==> config.mk <==
export PLATFORM = sky130hd
export DESIGN_NAME = sr_bank_arbiter
export DESIGN_NICKNAME = d
export VERILOG_FILES = /design/src/rtl/sr_bank_arbiter.sv
export SDC_FILE = /design/constraint.sdc
export NUM_CORES = 1
export LEC_CHECK = 0
export BUFFER_PORTS_ARGS = -buffer_cell sky130_fd_sc_hd__buf_2
export CORE_ASPECT_RATIO = 0.9
export CORE_MARGIN = 2
export CORE_UTILIZATION = 44
export CTS_BUF_LIST = sky130_fd_sc_hd__clkbuf_8 sky130_fd_sc_hd__clkbuf_16
export DETAILED_ROUTE_END_ITERATION = 16
export PLACE_DENSITY = 0.95
export SLEW_MARGIN = 20
export SYNTH_ARGS = -nofsm -noshare
export SYNTH_HDL_FRONTEND = slang
export SYNTH_SLANG_ARGS = --single-unit
==> constraint.sdc <==
create_clock -name clk -period 3.1 [get_ports clk]
set_input_delay 0.31 -clock clk [delete_from_list [all_inputs] [get_ports clk]]
set_output_delay 0.31 -clock clk [all_outputs]
set_load 0.02 [all_outputs]
==> src/rtl/sr_bank_arbiter.sv <==
// Round-robin arbiter that lets NREQ requesters share one bank of NBITS SR flag bits.
// Optional macro SR_CONFLICT_TOGGLE_EN: S=R=1 toggles the bit (JK); otherwise clear wins.
module sr_bank_arbiter #(
  parameter int NREQ  = 4,
  parameter int NBITS = 8
) (
  input  logic                  clk,
  input  logic                  rst_n,
  input  logic [NREQ-1:0]       req,
  input  logic [NREQ*NBITS-1:0] set_mask,
  input  logic [NREQ*NBITS-1:0] clr_mask,
  input  logic                  clr_conf,
  output logic [NREQ-1:0]       gnt,
  output logic                  busy,
  output logic [NBITS-1:0]      q,
  output logic [NBITS-1:0]      qbar,
  output logic                  conflict
);

  localparam int PW = (NREQ > 1) ? $clog2(NREQ) : 1;

  typedef enum logic [1:0] {IDLE, ARB, APPLY} state_t;

  state_t            state_reg, state_next;
  logic [PW-1:0]     sel_reg;
  logic [PW-1:0]     rr_ptr_reg;
  logic [NBITS-1:0]  q_reg;
  logic [NREQ-1:0]   gnt_reg;
  logic              conflict_reg;

  logic [NBITS-1:0]  set_arr [NREQ];
  logic [NBITS-1:0]  clr_arr [NREQ];
  logic [NBITS-1:0]  sel_set, sel_clr;
  logic [NBITS-1:0]  q_next;
  logic              pick_found;
  logic [PW-1:0]     pick_idx;
  logic [PW-1:0]     rr_ptr_next;
  logic              conflict_next;

  genvar gi;
  generate
    for (gi = 0; gi < NREQ; gi++) begin : g_slice
      assign set_arr[gi] = set_mask[gi*NBITS +: NBITS];
      assign clr_arr[gi] = clr_mask[gi*NBITS +: NBITS];
    end
  endgenerate

  assign sel_set = set_arr[sel_reg];
  assign sel_clr = clr_arr[sel_reg];

  // Per-bit SR update; the S=R=1 resolution is the only build-dependent piece.
  generate
    for (gi = 0; gi < NBITS; gi++) begin : g_bit
      logic both_val;
`ifdef SR_CONFLICT_TOGGLE_EN
      assign both_val = ~q_reg[gi];
`else
      assign both_val = 1'b0;
`endif
      assign q_next[gi] = (sel_set[gi] && sel_clr[gi]) ? both_val :
                          sel_set[gi]                  ? 1'b1     :
                          sel_clr[gi]                  ? 1'b0     :
                                                         q_reg[gi];
    end
  endgenerate

  // Search from rr_ptr upward with wrap-around; first active request wins.
  always_comb begin
    int idx;
    idx        = 0;
    pick_found = 1'b0;
    pick_idx   = '0;
    for (int k = 0; k < NREQ; k++) begin
      idx = (int'(rr_ptr_reg) + k) % NREQ;
      if (!pick_found && req[PW'(idx)]) begin
        pick_found = 1'b1;
        pick_idx   = PW'(idx);
      end
    end
  end

  assign rr_ptr_next = (sel_reg == PW'(NREQ - 1)) ? '0 : sel_reg + PW'(1);

  // clr_conf is applied first so a conflict in the same cycle still sticks.
  assign conflict_next = (conflict_reg & ~clr_conf) |
                         ((state_reg == APPLY) && |(sel_set & sel_clr));

  always_comb begin
    state_next = state_reg;
    case (state_reg)
      IDLE:    if (|req) state_next = ARB;
      ARB:     state_next = pick_found ? APPLY : IDLE;
      APPLY:   state_next = IDLE;
      default: state_next = IDLE;
    endcase
  end

  always_ff @(posedge clk or negedge rst_n) begin
    if (!rst_n) begin
      state_reg    <= IDLE;
      sel_reg      <= '0;
      rr_ptr_reg   <= '0;
      q_reg        <= '0;
      gnt_reg      <= '0;
      conflict_reg <= 1'b0;
    end else begin
      state_reg    <= state_next;
      gnt_reg      <= '0;
      conflict_reg <= conflict_next;
      if (state_reg == ARB && pick_found)
        sel_reg <= pick_idx;
      if (state_reg == APPLY) begin
        q_reg      <= q_next;
        gnt_reg    <= NREQ'(1) << sel_reg;
        rr_ptr_reg <= rr_ptr_next;
      end
    end
  end

  assign gnt      = gnt_reg;
  assign busy     = (state_reg != IDLE);
  assign q        = q_reg;
  assign qbar     = ~q_reg;
  assign conflict = conflict_reg;

endmodule

== Yosys cells after proc, flatten, opt, wreduce, memory -nomap -nowiden ==
Index checks and enable logic that the tools add are counted.
Widths: inputs -> output; s select.
Word-level totals
  logic and storage cells: 124
  register bits after elaboration: 19
  input bits: 71
  output and inout port bits: 22
Operators by class
  shift-type cells: 1
  equal/unequal tests: 4
  $add $sub $neg: 4
  order comparisons: 5
  multiplexer cells: 55
  bitwise gates (word level): 6
  reduce and logical (&&, ||, !) cells: 36
Operators with widths (number)
  $mux 1: 36
  $bmux 8 s2: 2
  $mux 8: 4
  $reduce_bool 3->1: 8
  $lt 2x4->1 const B: 4
  $reduce_and 2->1: 8
  $mux 2: 7
  $logic_and 1x1->1: 13
  $and 8x8->8: 1
  $bmux 1 s2: 4
  $not 8->8: 1
  $reduce_or 8->1: 1
  $add 2x1->2 const B: 2
  $add 2x2->2 const B: 2
  $eq 2x2->1 const B: 2
  $mux 4: 1
  $pmux 2 s2: 1
  $reduce_or 4->1: 1
  $shl 1x2->4 const A: 1
  $ge 3x3->1 const B: 1
  $logic_not 1->1: 3
  $not 2->3: 1
  $eq 2x1->1 const B: 1
  $logic_not 2->1: 1
  5 further kinds: 5

== Depth between registers and ports, before layout ==
Gate-level depths: netlist of the first run.
  depth in word-level cells: 15
  mapped depth: 6
  depth with buffers taken out: 4

== Worst setup path before layout of the first run ==
OpenSTA, ideal clock, no wires.
  kind: flip-flop to flip-flop
  start: reg sel_reg[0]
  end: reg conflict_reg, in the netlist conflict
  period minus slack after synthesis: 1.719 ns
  setup slack: 1.381 ns
  path buffers: 2
  data arrival time: 1.598 ns
  cell stages (with the launch flop): 7
  library setup time: 0.121 ns
  data required time: 2.979 ns
  cells stage by stage: dfrtp_1 > buf_6 > buf_12 > mux4_2 > a22oi_2 > nand4_1 > a22o_1
On the way
  word-level cells in the longest chain between the ends: 8
  elaborated cells between the ends (all ways): 11
  classes of those cells: 6 x mux; 3 x bitwise; 2 x reduce/logical
Ends and longest elaborated chain
  from (decl): RTL line 25  | logic [PW-1:0] sel_reg;
  from (signal assigned): RTL line 111  | sel_reg <= pick_idx;
  $not 2->3 (implied by the code) (*): RTL line 48, 49
  $bmux 8 s2, on equally long branches: RTL line 48, 49
  $mux 8, on equally long branches (2 in a row): RTL line 48, 49
  $and 8x8->8 (*): RTL line 86  | ((state_reg == APPLY) && |(sel_set & sel_clr));
  $reduce_or 8->1 (*): RTL line 86
  $logic_and 1x1->1 (*): RTL line 86
  $or 1x1->1 (*): RTL line 85  | assign conflict_next = (conflict_reg & ~clr_conf) |
  net conflict_next: RTL line 38  | logic conflict_next;
  to (signal assigned): RTL line 109  | conflict_reg <= conflict_next;
  to (decl): RTL line 29  | logic conflict_reg;
The timed path passes the listed nets; every way through them passes the cells marked *. The select of a mux whose other input is x is not followed.
A chain may end at the register's enable or synchronous reset.

== Worst setup path in the final report of the first run ==
Ends and elaborated chain as after synthesis.

==> qor.yml, run 1 <==
clock_tree:
  ctsLongestPathBuffers: 2
  cts.sinks: 19
  post-cts-setup-buffers: 0
  path_clk_slew_ns: 0.07
  h-tree-depth: 1
  cts_tree: "yes"
  clk_latency_ns: 0.25
  clockRootBuffer: "clkbuf_8"
  cts_buffers: 3
route:
  drt_iter0_drc: 58
  drt_wl_total_mm: 3.32
  post_drt_wl_per_cell_um: 14.0
  postRouteAntennaNets: 0
  vias: 1239
  first_pass_iters: 4
  viasPerCell: 5.23
  drc_errors: 0
place:
  hpwl_mm: 2.76
  gp_congestion: 0.877
  place_inst: 232
  preCtsSetupSlack_ns: 0.875
  port_buffers: 92
grt:
  grt_max_degree: 20
  grt_pass1_wl_mm: 5.05
  grt_usage: 0.192
  grt_pass1_vias: 1247
  grt_overflow: 0
  grt_antenna_before_repair: 0
cells_and_area:
  drive_gt1_frac: 0.563
  diodes: 0
  n_fill_cell: 245
  nNetsFinal: 273
  largest_reg_flops: 8
  area_growth_syn_to_layout_pct: 39.1
  fin_cells: 237
synth:
  synthTopCellsByArea: "dfrtp_1 (36%), mux4_1 (16%), mux4_2 (14%), a21oi_1 (6.8%), ha_1 (3.8%)"
  synth.most_common_cell: "dfrtp_1"
  synth-main-ff-cell: "dfrtp_1"
  synth_edf_count: 0
  netlist_area_um2: 1330
  syn_area_per_cell_um2: 12.6
  syn-num-nets: 180
  synthTopCellsByCount: "dfrtp_1 (19), a21oi_1 (18), inv_1 (13)"
  netlist.area_leader.share: 0.358
  synth_cells: 105
  ys.warnings.count: 0
  yosysTopAreaCell: "dfrtp_1"
  ys_ff_latch: 19
  yosysSeqAreaShare: 0.358
  synthDistinctLibCells: 29
  synthArstFlopShare: 1.00
critical_path:
  reg2reg_slack_ns: 0.88
  path_max_fanout: 12
  crit_required_ns: 3.24
  worst_setup_path_end_kind: "flop"
  reg2regPathDepth: 5
  r2r-end: "conflict"
  cpMaxStageDelayCell: "dfrtp_1"
  start_kind: "flop"
  worst_path_largest_cell_delay_ns: 0.69
  arrival_ns: 2.36
  path_class: "flop to flop"
  crit_chain: "buf_4, mux4_1, a22oi_2, nand4_1, a22o_1"
  timing.rr.start: "sel_reg[0]"
  crit_family: "flip-flops"
  critPathBufInv: 1
sta:
  skew_ns: 0.00118
  tightestPinTransition_ns: 0.799
  maxClockFrequency_mhz: 450
  setup_viol: 0
  slew_headroom: 0.466
  finalMaxSlewViolations: 0
  rsz0062_at_grt: "false"
  min_period_over_period: 0.716
  hold_viol: 0
  period_minus_slack_ns: 2.22
  finalWorstSetupSlack_ns: 0.879
  setup_tns_ns: 0
job:
  drv_cap: 0
die:
  die_area_um2: 3470
  fp.dieH_um: 56.1
  die_w_um: 61.9
  start_util: 0.472
  ios: 93
  core-area_um2: 2820
  num_rows: 18
power:
  p_leak_uw: 0.000975
  power.density_nw_per_um2: 885
  vdd_drop_max_v: 0.000365
  p_total_uw: 1630
hold_path:
  hp-class: "input pin to flop"
  min_from: "req[2]"
  min_to: "state_reg[0]"
  hold_depth: 3
status:
  status: "finished, final reports clean"
-- worst max path at each step --
| stage | start | endpoint | slack [ns] | cells after the start |
|---|---|---|---|---|
| 5_1_grt | sel_reg[0] | conflict | 0.71 | 5 |
| 3_5_place_dp | sel_reg[0] | conflict | 0.87 | 5 |
| 4_1_cts | sel_reg[0] | conflict | 0.86 | 5 |
| 2_1_floorplan | sel_reg[0] | conflict | 1.38 | 6 |
| 6_report | sel_reg[0] | conflict | 0.88 | 5 |
| 3_3_place_gp | sel_reg[0] | conflict | 0.93 | 5 |
-- through the flow --
| stage | hold WS [ns] | util | cell area, µm² |
|---|---|---|---|
| after CTS | 0.326 | 0.656 | 1850 |
| final | 0.330 | 0.656 | 1850 |
| after global placement | 0.265 | 0.636 | 1790 |
| after detailed placement | 0.265 | 0.636 | 1790 |
| after global routing | 0.366 | 0.656 | 1850 |
| after floorplan | 0.0144 | - | 1330 |
-- cell families after synthesis --
kind of cell               Yosys count  synth area share
and+or+nand+nor                     15            0.0660
adders and majority gates            4            0.0377
DFF                                 19             0.358
buffers and inverters               20            0.0829
muxes                               19             0.319
AOI/OAI and AO/OA                   28             0.137
-- report_power, final --
group	total [µW]	switching, µW	internal, µW
combinational	965	495	471
clock	165	77.4	87.8
sequential	504	146	358
-- what timing repair did --
| item | in CTS | in global routing |
|---|---|---|
| endpoints found under the setup margin | 0 | 0 |
| gates resized for setup | 0 | 0 |
| hold endpoints to repair | 19 | 0 |
| hold buffers | 1 | 0 |
-- routing by layer --
metal  part of all wire  GRT usage
met5                  0          0
met4              0.015     0.0699
met3              0.080     0.0326
met2               0.49      0.335
met1               0.42      0.230
-- worst register-to-register path, delay by kind of cell, from the launching register on --
kind | cells | cell delay, ns
muxes | 1 | 0.62
and+or+nand+nor | 1 | 0.10
buffers and inverters | 1 | 0.31
DFF | 1 | 0.69
AOI/OAI and AO/OA | 2 | 0.40
-- cells in the final DEF (no fill, tap or decap), drive strengths merged, types with 2 or more instances in the layout --
master and count:
and2 4, mux2 2, a21oi 18, clkbuf 3, nand2b 2, nor2b 2
buf 94, dfrtp 19, a22oi 4, mux4 16, inv 14, ha 4
nor2 3
-- final cells by class --
type / count / area [µm²] / share of cell area
well taps: 40 / 50.0 / 0.0271
flip-flops and latches: 19 / 475 / 0.257
inverters: 13 / 48.8 / 0.0264
multi-input cells: 66 / 742 / 0.402
repair buffers: 95 / 485 / 0.263
clock buffers: 3 / 41.3 / 0.0224
clock inverters: 1 / 3.75 / 0.00203
No activity file was read; power rests on OpenSTA's default activity.
==> inputs of run 2 (changes only) <==
ABC_AREA = 1   (was not set)
CORE_UTILIZATION = 42   (was 44)
PLACE_DENSITY = 0.89   (was 0.95)
clock period = 2 ns   (was 3.1 ns; I/O delays follow)
==> qor.yml, run 2 <==
synth:
  netlist.area_leader.share: 0.293  # -0.0651
  syn-num-nets: 408  # +130%
  synthArstFlopShare: 1.00  # unchanged
  ys.warnings.count: 0  # unchanged
  ys_ff_latch: 19  # unchanged
  synthDistinctLibCells: 19  # -34%
  synth_edf_count: 0  # unchanged
  synthTopCellsByCount: "nand2_1 (144), inv_1 (79), nand3_1 (38)"
  yosysTopAreaCell: "nand2_1"
  synth_cells: 333  # +220%
  synth-main-ff-cell: "dfrtp_1"
  yosysSeqAreaShare: 0.258  # -0.100
  syn_area_per_cell_um2: 5.54  # -56%
  synth.most_common_cell: "nand2_1"
  synthTopCellsByArea: "nand2_1 (29%), dfrtp_1 (26%), inv_1 (16%), nand3_1 (10%), a22oi_1 (3.3%)"
  netlist_area_um2: 1840  # +39%
cells_and_area:
  layout_commonest_cell: "nand2_1"
  area_growth_syn_to_layout_pct: 28.8
  fin_cells: 482  # +100%
  multiInputGateArea_um2: 962  # +30%
  n_fill_cell: 410  # +67%
  largest_reg_flops: 8  # unchanged
  final_cell_mix: "nand2_1 (144), buf_2 (92), inv_1 (79)"
  regArea_um2: 475  # unchanged
  drive_gt1_frac: 0.251  # -0.312
  diodes: 0  # unchanged
  nNetsFinal: 498  # +82%
sta:
  slew_headroom: 0.696  # +0.230
  hold_viol: 0  # unchanged
  period_minus_slack_ns: 1.57  # -0.650 ns
  maxClockFrequency_mhz: 636  # +41%
  tightestPinTransition_ns: 0.455  # -0.344 ns
  min_period_over_period: 0.786  # +0.0692
  rsz0062_at_grt: "false"
  finalMaxSlewViolations: 0  # unchanged
  skew_ns: 0.00376  # +0.00258 ns
  setup_tns_ns: 0  # unchanged
  setup_viol: 0  # unchanged
critical_path:
  worst_path_largest_cell_delay_ns: 0.41  # -0.28 ns
  worst_setup_path_end_kind: "flop"
  r2r-end: "conflict"
  reg2regPathDepth: 10  # +5
  start_kind: "flop"
  cpMaxStageDelayCell: "dfrtp_1"
  timing.rr.start: "sel_reg[0]"
  crit_family: "simple AND/OR/NAND/NOR gates"
  path_max_fanout: 28  # +16
  critPathBufInv: 1  # unchanged
  crit_required_ns: 2.14  # -1.10 ns
  arrival_ns: 1.72  # -0.64 ns
  cpMostUsedCell: "nand2_1"
  reg2reg_slack_ns: 0.43  # -0.45 ns
  crit_chain: "buf_4, or2_1, nand3_1, nand2_1, nand2_1, nand2_1, nor2_1, nand2_1, nand2_1, nand2_1"
  path_class: "flop to flop"
die:
  num_rows: 22  # +4
  core-area_um2: 4160  # +48%
  ios: 93  # unchanged
  die_area_um2: 4940  # +42%
  fp.dieH_um: 66.9  # +19%
  die_w_um: 73.9  # +19%
  start_util: 0.444  # -0.0278
hold_path:
  min_to: "conflict"
  min_from: "clr_conf"
  hp-class: "input pin to flop"
  hold_depth: 4  # +1
clock_tree:
  cts_buffers: 3  # unchanged
  post-cts-setup-buffers: 0  # unchanged
  clockRootBuffer: "clkbuf_8"
  cts.sinks: 19  # unchanged
  cts_tree: "yes"
  clk_latency_ns: 0.25  # about the same
  cts-resized-gates: 0  # unchanged
  path_clk_slew_ns: 0.07  # about the same
  ctsLongestPathBuffers: 2  # unchanged
  h-tree-depth: 1  # unchanged
power:
  p_leak_uw: 0.00163  # +67%
  power.density_nw_per_um2: 1320  # +49%
  vdd_drop_max_v: 0.000656  # +80%
route:
  vias: 2196  # +77%
  dr.max_layer_used: "met4"
  wl_met3_um: 302  # +14%
  drt_wl_total_mm: 4.74  # +43%
  drc_errors: 0  # unchanged
  postRouteAntennaNets: 0  # unchanged
  viasPerCell: 4.56  # -13%
  drt_iter0_drc: 97  # +67%
  dr_wl_met2_mm: 2.26  # +39%
  post_drt_wl_per_cell_um: 9.83  # -30%
  met1Wirelength_mm: 2.10  # +52%
  first_pass_iters: 4  # unchanged
place:
  gp_congestion: 0.790  # -9.9%
  place_inst: 477  # +110%
  port_buffers: 92  # unchanged
  hpwl_mm: 3.82  # +38%
grt:
  grt_antenna_before_repair: 0  # unchanged
  grt_pass1_wl_mm: 8.08  # +60%
  grt_overflow: 0  # unchanged
  grt_max_degree: 31  # +55%
  grt_pass1_vias: 2009  # +61%
  grt_usage: 0.205  # +0.0127
status:
  status: "finished, final reports clean"
job:
  drv_cap: 0  # unchanged
==> run 2: where the power goes <==
group          switching [µW]  internal [µW]
registers                 136            551
logic                    1440            748
clock network             123            138
total                    1700           1440
==> run 2: how the worst max path moves through the flow <==
stage,start,end,slack (ns),depth (start not counted)
finish,sel_reg[0],conflict,0.43,10
global route,sel_reg[0],conflict,0.26,10
CTS,sel_reg[0],conflict,0.45,10
detailed placement,sel_reg[0],conflict,0.46,10
global placement,sel_reg[0],conflict,0.53,10
floorplan,sel_reg[0],conflict,0.67,10
==> run 2: timing repair <==
action                                  CTS  global route
endpoints found under the setup margin    0             0
hold buffers                              1             0
endpoints found under the hold margin    19             0
==> run 2: metrics by stage <==
stage / setup slack, ns / instance area (µm²) / power [µW] / utilization / hold WS [ns]
2_1_floorplan: 0.671 / 1840 / 2370 / - / -0.0956
4_1_cts: 0.446 / 2370 / 3140 / 0.571 / 0.228
3_3_place_gp: 0.530 / 2320 / 2800 / 0.558 / 0.156
6_report: 0.429 / 2370 / 3130 / 0.571 / 0.238
5_1_grt: 0.260 / 2370 / 3500 / 0.571 / 0.250
3_5_place_dp: 0.458 / 2320 / 2860 / 0.558 / 0.169
==> run 2: final cells by class <==
class	instances	area share
clock inverters	1	0.00211
inverters	82	0.130
clock buffers	3	0.0174
well taps	60	0.0316
flip-flops and latches	19	0.200
multi-input cells	219	0.405
repair buffers	98	0.214
==> run 2: cells by family after synthesis <==
family | count (synthesis) | synth area share
AOI/OAI and AO/OA | 16 | 0.0543
adders and majority gates | 4 | 0.0271
buffers and inverters | 95 | 0.220
DFF | 19 | 0.258
and+or+nand+nor | 199 | 0.440
==> run 2: worst min-delay path, cell delays in order <==
cell,delay [ns]
buf_2,0.08
inv_1,0.03
nand2_1,0.09
nand2_1,0.06
==> run 2: per-layer routing <==
| layer | vias up | track usage |
|---|---|---|
| li1 | 1150 | - |
| met2 | 82 | 0.369 |
| met4 | 0 | 0.0500 |
| met1 | 958 | 0.250 |
| met5 | - | 0 |
| met3 | 6 | 0.0378 |
